==> src/rtl/led_rx_pkg.sv <==
// Shared constants for the LED chain receiver.
// Frame sizes, mode encodings and the bit counter width helper.
package led_rx_pkg;

  localparam int DEF_CHANNELS = 16;
  localparam int DEF_GS_BITS  = 12;
  localparam int DEF_DC_BITS  = 6;

  localparam int GS_FRAME_BITS = DEF_CHANNELS * DEF_GS_BITS;
  localparam int DC_FRAME_BITS = DEF_CHANNELS * DEF_DC_BITS;

  typedef enum logic {
    GS_MODE = 1'b0,
    DC_MODE = 1'b1
  } led_mode_e;

  function automatic int cnt_width(int ch, int gs);
    return $clog2(ch * gs) + 1;
  endfunction

endpackage

==> src/rtl/led_rx_edge_sync.sv <==
// Multi-flop synchroniser with rising-edge detect on the synced level.
// STAGES must be at least 2.
module led_rx_edge_sync #(
  parameter int STAGES = 2
) (
  input  logic clock,
  input  logic rst_n,
  input  logic d,
  output logic q,
  output logic rise
);

  logic [STAGES-1:0] sync;
  logic              prev;

  always_ff @(posedge clock or negedge rst_n) begin
    if (!rst_n) begin
      sync <= '0;
      prev <= 1'b0;
    end else begin
      sync <= {sync[STAGES-2:0], d};
      prev <= sync[STAGES-1];
    end
  end

  assign q    = sync[STAGES-1];
  assign rise = q & ~prev;

endmodule

==> src/rtl/led_chain_receiver.sv <==
// Receive-side model of one LED driver chip: GS/DC deserialise + latch.
// Optional PWM output model enabled with LED_RX_PWM_OUT_EN.
module led_chain_receiver
  import led_rx_pkg::*;
#(
  parameter int CHANNELS    = DEF_CHANNELS,
  parameter int GS_BITS     = DEF_GS_BITS,
  parameter int DC_BITS     = DEF_DC_BITS,
  parameter int SYNC_STAGES = 2
) (
  input  logic clock,
  input  logic reset_n,
  input  logic led_sclk,
  input  logic led_sin,
  input  logic led_mode,
  input  logic led_xlat,
  input  logic led_blank,
  input  logic led_gsclk,
  input  logic [$clog2(CHANNELS)-1:0] rd_addr,
  output logic [GS_BITS-1:0] rd_gs,
  output logic [DC_BITS-1:0] rd_dc,
  output logic frame_pulse,
  output logic frame_error,
  output logic frame_mode,
`ifdef LED_RX_PWM_OUT_EN
  output logic [cnt_width(CHANNELS, GS_BITS)-1:0] bit_count,
  output logic [CHANNELS-1:0] pwm_out
`else
  output logic [cnt_width(CHANNELS, GS_BITS)-1:0] bit_count
`endif
);

  localparam int AW     = $clog2(CHANNELS);
  localparam int CW     = cnt_width(CHANNELS, GS_BITS);
  localparam int GS_LEN = CHANNELS * GS_BITS;
  localparam int DC_LEN = CHANNELS * DC_BITS;

  logic [1:0] rst_pipe;
  logic       rst_n;

  always_ff @(posedge clock or negedge reset_n) begin
    if (!reset_n) rst_pipe <= 2'b00;
    else          rst_pipe <= {rst_pipe[0], 1'b1};
  end

  assign rst_n = rst_pipe[1];

  logic sclk_s, sclk_rise;
  logic sin_s, sin_rise;
  logic mode_s, mode_rise;
  logic xlat_s, xlat_rise;

  led_rx_edge_sync #(.STAGES(SYNC_STAGES)) u_sclk (
    .clock(clock), .rst_n(rst_n), .d(led_sclk),
    .q(sclk_s), .rise(sclk_rise)
  );

  led_rx_edge_sync #(.STAGES(SYNC_STAGES)) u_sin (
    .clock(clock), .rst_n(rst_n), .d(led_sin),
    .q(sin_s), .rise(sin_rise)
  );

  led_rx_edge_sync #(.STAGES(SYNC_STAGES)) u_mode (
    .clock(clock), .rst_n(rst_n), .d(led_mode),
    .q(mode_s), .rise(mode_rise)
  );

  led_rx_edge_sync #(.STAGES(SYNC_STAGES)) u_xlat (
    .clock(clock), .rst_n(rst_n), .d(led_xlat),
    .q(xlat_s), .rise(xlat_rise)
  );

  logic [GS_LEN-1:0] sr, sr_nx;
  logic [CW-1:0]     cnt_nx;
  logic [GS_LEN-1:0] gs_bank;
  logic [DC_LEN-1:0] dc_bank;

  // Shift is resolved first so a same-cycle sclk bit joins the latch.
  always_comb begin
    sr_nx  = sr;
    cnt_nx = bit_count;
    if (sclk_rise) begin
      sr_nx = {sr[GS_LEN-2:0], sin_s};
      if (!(&bit_count)) cnt_nx = bit_count + 1'b1;
    end
  end

  always_ff @(posedge clock or negedge rst_n) begin
    if (!rst_n) begin
      sr          <= '0;
      bit_count   <= '0;
      gs_bank     <= '0;
      dc_bank     <= '0;
      frame_pulse <= 1'b0;
      frame_error <= 1'b0;
      frame_mode  <= 1'b0;
    end else begin
      sr          <= sr_nx;
      bit_count   <= cnt_nx;
      frame_pulse <= 1'b0;
      frame_error <= 1'b0;
      if (xlat_rise) begin
        bit_count  <= '0;
        frame_mode <= mode_s;
        if (mode_s == DC_MODE) begin
          if (cnt_nx == CW'(DC_LEN)) begin
            dc_bank     <= sr_nx[DC_LEN-1:0];
            frame_pulse <= 1'b1;
          end else begin
            frame_error <= 1'b1;
          end
        end else begin
          if (cnt_nx == CW'(GS_LEN)) begin
            gs_bank     <= sr_nx;
            frame_pulse <= 1'b1;
          end else begin
            frame_error <= 1'b1;
          end
        end
      end
    end
  end

  always_ff @(posedge clock or negedge rst_n) begin
    if (!rst_n) begin
      rd_gs <= '0;
      rd_dc <= '0;
    end else if ({1'b0, rd_addr} < (AW+1)'(CHANNELS)) begin
      rd_gs <= gs_bank[rd_addr*GS_BITS +: GS_BITS];
      rd_dc <= dc_bank[rd_addr*DC_BITS +: DC_BITS];
    end else begin
      rd_gs <= '0;
      rd_dc <= '0;
    end
  end

`ifdef LED_RX_PWM_OUT_EN
  logic gsclk_s, gsclk_rise;
  logic blank_s, blank_rise;
  logic [GS_BITS-1:0] pwm_cnt;

  led_rx_edge_sync #(.STAGES(SYNC_STAGES)) u_gsclk (
    .clock(clock), .rst_n(rst_n), .d(led_gsclk),
    .q(gsclk_s), .rise(gsclk_rise)
  );

  led_rx_edge_sync #(.STAGES(SYNC_STAGES)) u_blank (
    .clock(clock), .rst_n(rst_n), .d(led_blank),
    .q(blank_s), .rise(blank_rise)
  );

  always_ff @(posedge clock or negedge rst_n) begin
    if (!rst_n) begin
      pwm_cnt <= '0;
      pwm_out <= '0;
    end else if (blank_s) begin
      pwm_cnt <= '0;
      pwm_out <= '0;
    end else begin
      if (gsclk_rise && !(&pwm_cnt)) pwm_cnt <= pwm_cnt + 1'b1;
      for (int i = 0; i < CHANNELS; i++)
        pwm_out[i] <= pwm_cnt < gs_bank[i*GS_BITS +: GS_BITS];
    end
  end

  logic unused_sig;
  assign unused_sig = ^{sclk_s, sin_rise, mode_rise, xlat_s,
                        gsclk_s, blank_rise};
`else
  logic unused_sig;
  assign unused_sig = ^{sclk_s, sin_rise, mode_rise, xlat_s,
                        led_gsclk, led_blank};
`endif

endmodule

==> config.mk <==
export PLATFORM = sky130hd
export DESIGN_NAME = led_chain_receiver
export DESIGN_NICKNAME = d
export VERILOG_FILES = /design/src/rtl/led_rx_pkg.sv /design/src/rtl/led_rx_edge_sync.sv /design/src/rtl/led_chain_receiver.sv
export SDC_FILE = /design/constraint.sdc
export NUM_CORES = 1
export LEC_CHECK = 0
export CAP_MARGIN = 20
export CORE_ASPECT_RATIO = 0.6
export CORE_MARGIN = 1
export CORE_UTILIZATION = 63
export CTS_BUF_LIST = sky130_fd_sc_hd__clkbuf_8
export CTS_CLUSTER_DIAMETER = 40
export DETAILED_ROUTE_END_ITERATION = 8
export PLACE_DENSITY = 0.81
export RECOVER_POWER = 100
export SLEW_MARGIN = 20
export SYNTH_ARGS = -nofsm -noshare
export SYNTH_HDL_FRONTEND = slang
export SYNTH_SLANG_ARGS = --single-unit
==> constraint.sdc <==
create_clock -name clock -period 19.7 [get_ports clock]
set_clock_uncertainty 0.1 [all_clocks]
set_input_delay 1.97 -clock clock [delete_from_list [all_inputs] [get_ports clock]]
set_output_delay 1.97 -clock clock [all_outputs]
set_load 0.02 [all_outputs]
==> results by group <==
Route
  – Vias: 12800
  – Post-route ant nets: 0
  – Initial DRC count: 1245
  – Vias per std cell: 5.87
  – Routed length on met2: 20300 um
  – Met3 wire length: 3210 um
  – Met1 WL: 21100 um
  – Drt total wl: 45400 um
  – DRT Pass-1 Iters: 5
  – Drc violations: 0
  – Post-DR wirelength/cell: 20.9 um
  – Highest Signal Layer: met5

Worst hold path
  – Hold Crit Depth: 0
  – Hold WC Path Type: register to register

Yosys
  – Yosys top cell area share: 0.612
  – Synth area leaders: dfrtp_1 61%, mux2_1 12%, nand2_1 10%
  – Yosys warning count: 0
  – Post-Syn Nets: 1653
  – Post-synthesis sequential element count: 522
  – Synth Area per Inst: 13.0 sq um
  – Netlist cell types: 38
  – Mapped Area: 21400 sq um
  – Register area share after synthesis: 0.612
  – Post-Syn Instances: 1640
  – Yosys top cell by area: dfrtp_1

STA
  – Max-slew violation count: 742
  – RSZ-0062 raised after global routing: no
  – Measured slew at the worst slew-check pin: 9.21 ns
  – Sum Neg Setup Slack: 0 ns
  – Final setup fails: 0
  – Crit share post-route: 0.580
  – Final hold viol count: 0
  – Fin crit period: 11.43 ns
  – Rel. slew slack: -5.14
  – F_max: 87.5 MHz

Clock tree
  – Cts bufs inserted: 73
  – CTS Root Buffer Type: clkbuf_8
  – Clk buf depth: 3
  – H-Tree Depth: 3
  – CTS clk-pin slew, worst paths: 0.07 ns
  – CTS resizes: 0
  – TritonCTS clock tree: built
  – Setup bufs post-CTS: 0
  – Clk_lat worst skew: 0.62 ns
  – CTS sink cnt: 522
  – CTS Hold Buffers Added: 0

Worst setup path
  – CP startpoint kind: register
  – R2R depth: 8
  – CP required: 20.10 ns
  – Critical path peak fanout: 197
  – Crit-path max cell delay: 6.34 ns
  – CP Cell Sequence: nor2b_1 -> clkbuf_1 -> a41oi_1 -> a211oi_1 -> nor4_2 -> nand2_1 -> buf_4 -> mux2_2
  – Crit path kind: register to register
  – Critical path data arrival time: 11.83 ns
  – Slowest-stage cell, CP: clkbuf_1
  – CP Capture Type: register

Floorplan
  – Site Rows: 51
  – IO Pins: 42
  – Initial Utilization: 0.650
  – Die Width: 240 um
  – Die ar.: 34700 sq um
  – CORE AREA: 32900 sq um
  – Die Y: 145 um

Final layout
  – Sequential cell area: 13100 sq um
  – Multi-input gate area: 7860 sq um
  – Area delta synth->final: 10.1%
  – Fill cells: 2219
  – Commonest cells after routing, fill and taps aside: 584 x nand2_1, 522 x dfrtp_1, 221 x mux2_1, 96 x clkbuf_8, 90 x mux4_2
  – Fraction of layout cells with a size suffix above 1: 0.162
  – # nets final: 1686
  – Most common cell after layout, fill and taps aside: nand2_1
  – Ant diodes: 0

GRT
  – Vias in the first global route: 12900
  – Antenna violations before repair: 6
  – Largest net degree at the start of global routing: 198
  – First-pass GRT wire length: 72900 um
  – Overall Global Routing Usage: 0.281
  – Total grt overflow: 0

Placed design
  – I/O Buffers: 39
  – GPL Wtd Cong: 0.816
  – HPWL Detailed: 28600 um

Status
  – Failing checks: max-capacitance violations, max-slew violations
  – Status: finished, violations left

Power and ir drop
  – Total power: 2.04 mW
  – Static Leak: 12.6 nW
  – Power density cells: 86.7 nW/um^2
  – Worst VDD drop: 0.0658 mV

Run
  – Max-cap violations: 11
-- synth_stat cells, drive strengths merged --
cell	instances
o32a	1
o31ai	1
clkbuf	53
mux2i	4
a41oi	1
o31a	1
o21ai	2
nand3	3
xnor2	1
a211oi	3
buf	43
and2	1
and3	3
nor3	5
nor3b	1
mux2	289
o41a	1
o21a	1
a21boi	1
nor4	2
nand4	2
nor2b	2
nand2b	2
a31oi	3
inv	2
nor2	10
dfrtp	522
or4	1
nand2	585
conb	1
nand3b	2
mux4	90
ha	1
-- where the power goes --
part	total [mW]	internal [mW]	switching [mW]	leakage, nW
clock network	0.875	0.475	0.400	0.868
registers	1.09	1.08	0.00965	7.26
logic	0.0730	0.0181	0.0549	4.50
total	2.04	1.57	0.464	12.6
-- kinds of logic (layout without fill, tap and decap cells) --
logic type | after synthesis | in the layout | synth area share
muxes | 383 | 383 | 0.249
other | 1 | 1 | 0.000176
buffers and inverters | 98 | 184 | 0.0212
adders and majority gates | 1 | 1 | 0.000586
and+or+nand+nor | 619 | 619 | 0.112
AOI/OAI and AO/OA | 15 | 15 | 0.00527
DFF | 522 | 522 | 0.612
xor gates and xnor gates | 1 | 1 | 0.000410
-- layer usage --
| layer | global-route usage | vias up |
|---|---|---|
| li1 | - | 5643 |
| met2 | 0.402 | 309 |
| met3 | 0.0840 | 56 |
| met4 | 0.0800 | 2 |
| met1 | 0.420 | 6755 |
| met5 | 0 | - |
-- final timing paths --
check	startpoint	to	slack, ns
max	u_sclk.sync[1]	dc_bank[53]	8.27
min reg2reg	u_mode.sync[0]	u_mode.sync[1]	0.25
max in group asynchronous	rst_pipe[1]	dc_bank[76]	12.21
min in group asynchronous	rst_pipe[1]	gs_bank[151]	1.10
min	u_mode.sync[0]	u_mode.sync[1]	0.25
max reg2reg	u_sclk.sync[1]	dc_bank[53]	8.27
-- critical path, delay by kind of cell, from the launching register on --
family | cells | cell delay, ns
and+or+nand+nor | 3 | 1.49
DFF | 1 | 0.43
AOI/OAI and AO/OA | 2 | 1.52
muxes | 1 | 0.41
buffers and inverters | 2 | 7.22
-- sequential cells by signal, indices dropped and copies added (netlist names) --
signal,count
bit_count,9
dc_bank,96
frame_error,1
frame_mode,1
frame_pulse,1
gs_bank,192
rd_dc,6
rd_gs,12
rst_pipe,2
sr,192
u_mode.sync,2
u_sclk.prev,1
u_sclk.sync,2
u_sin.sync,2
u_xlat.prev,1
u_xlat.sync,2
-- through the flow --
| step | instance area [sq um] | cells | hold WS, ns | setup slack [ns] | utilization |
|---|---|---|---|---|---|
| after global routing | 23500 | 2176 | 0.258 | 7.60 | 0.715 |
| after global placement | 22000 | 2047 | 0.234 | 14.78 | 0.670 |
| after floorplan | 21400 | 1640 | 0.231 | 3.97 | - |
| final | 23500 | 2176 | 0.249 | 8.27 | 0.715 |
| after detailed placement | 22000 | 2047 | 0.236 | 14.76 | 0.670 |
| after CTS | 23600 | 2175 | 0.251 | 15.37 | 0.717 |
-- area by class of cell --
class / instances / share of cell area
inverter: 2 / 0.000319
tap: 450 / 0.0240
sequential: 522 / 0.556
clock inverter: 32 / 0.00915
multi-input combinational: 1020 / 0.334
timing repair buffer: 54 / 0.0204
clock buffer: 96 / 0.0562
No activity file was read; power rests on OpenSTA's default activity.
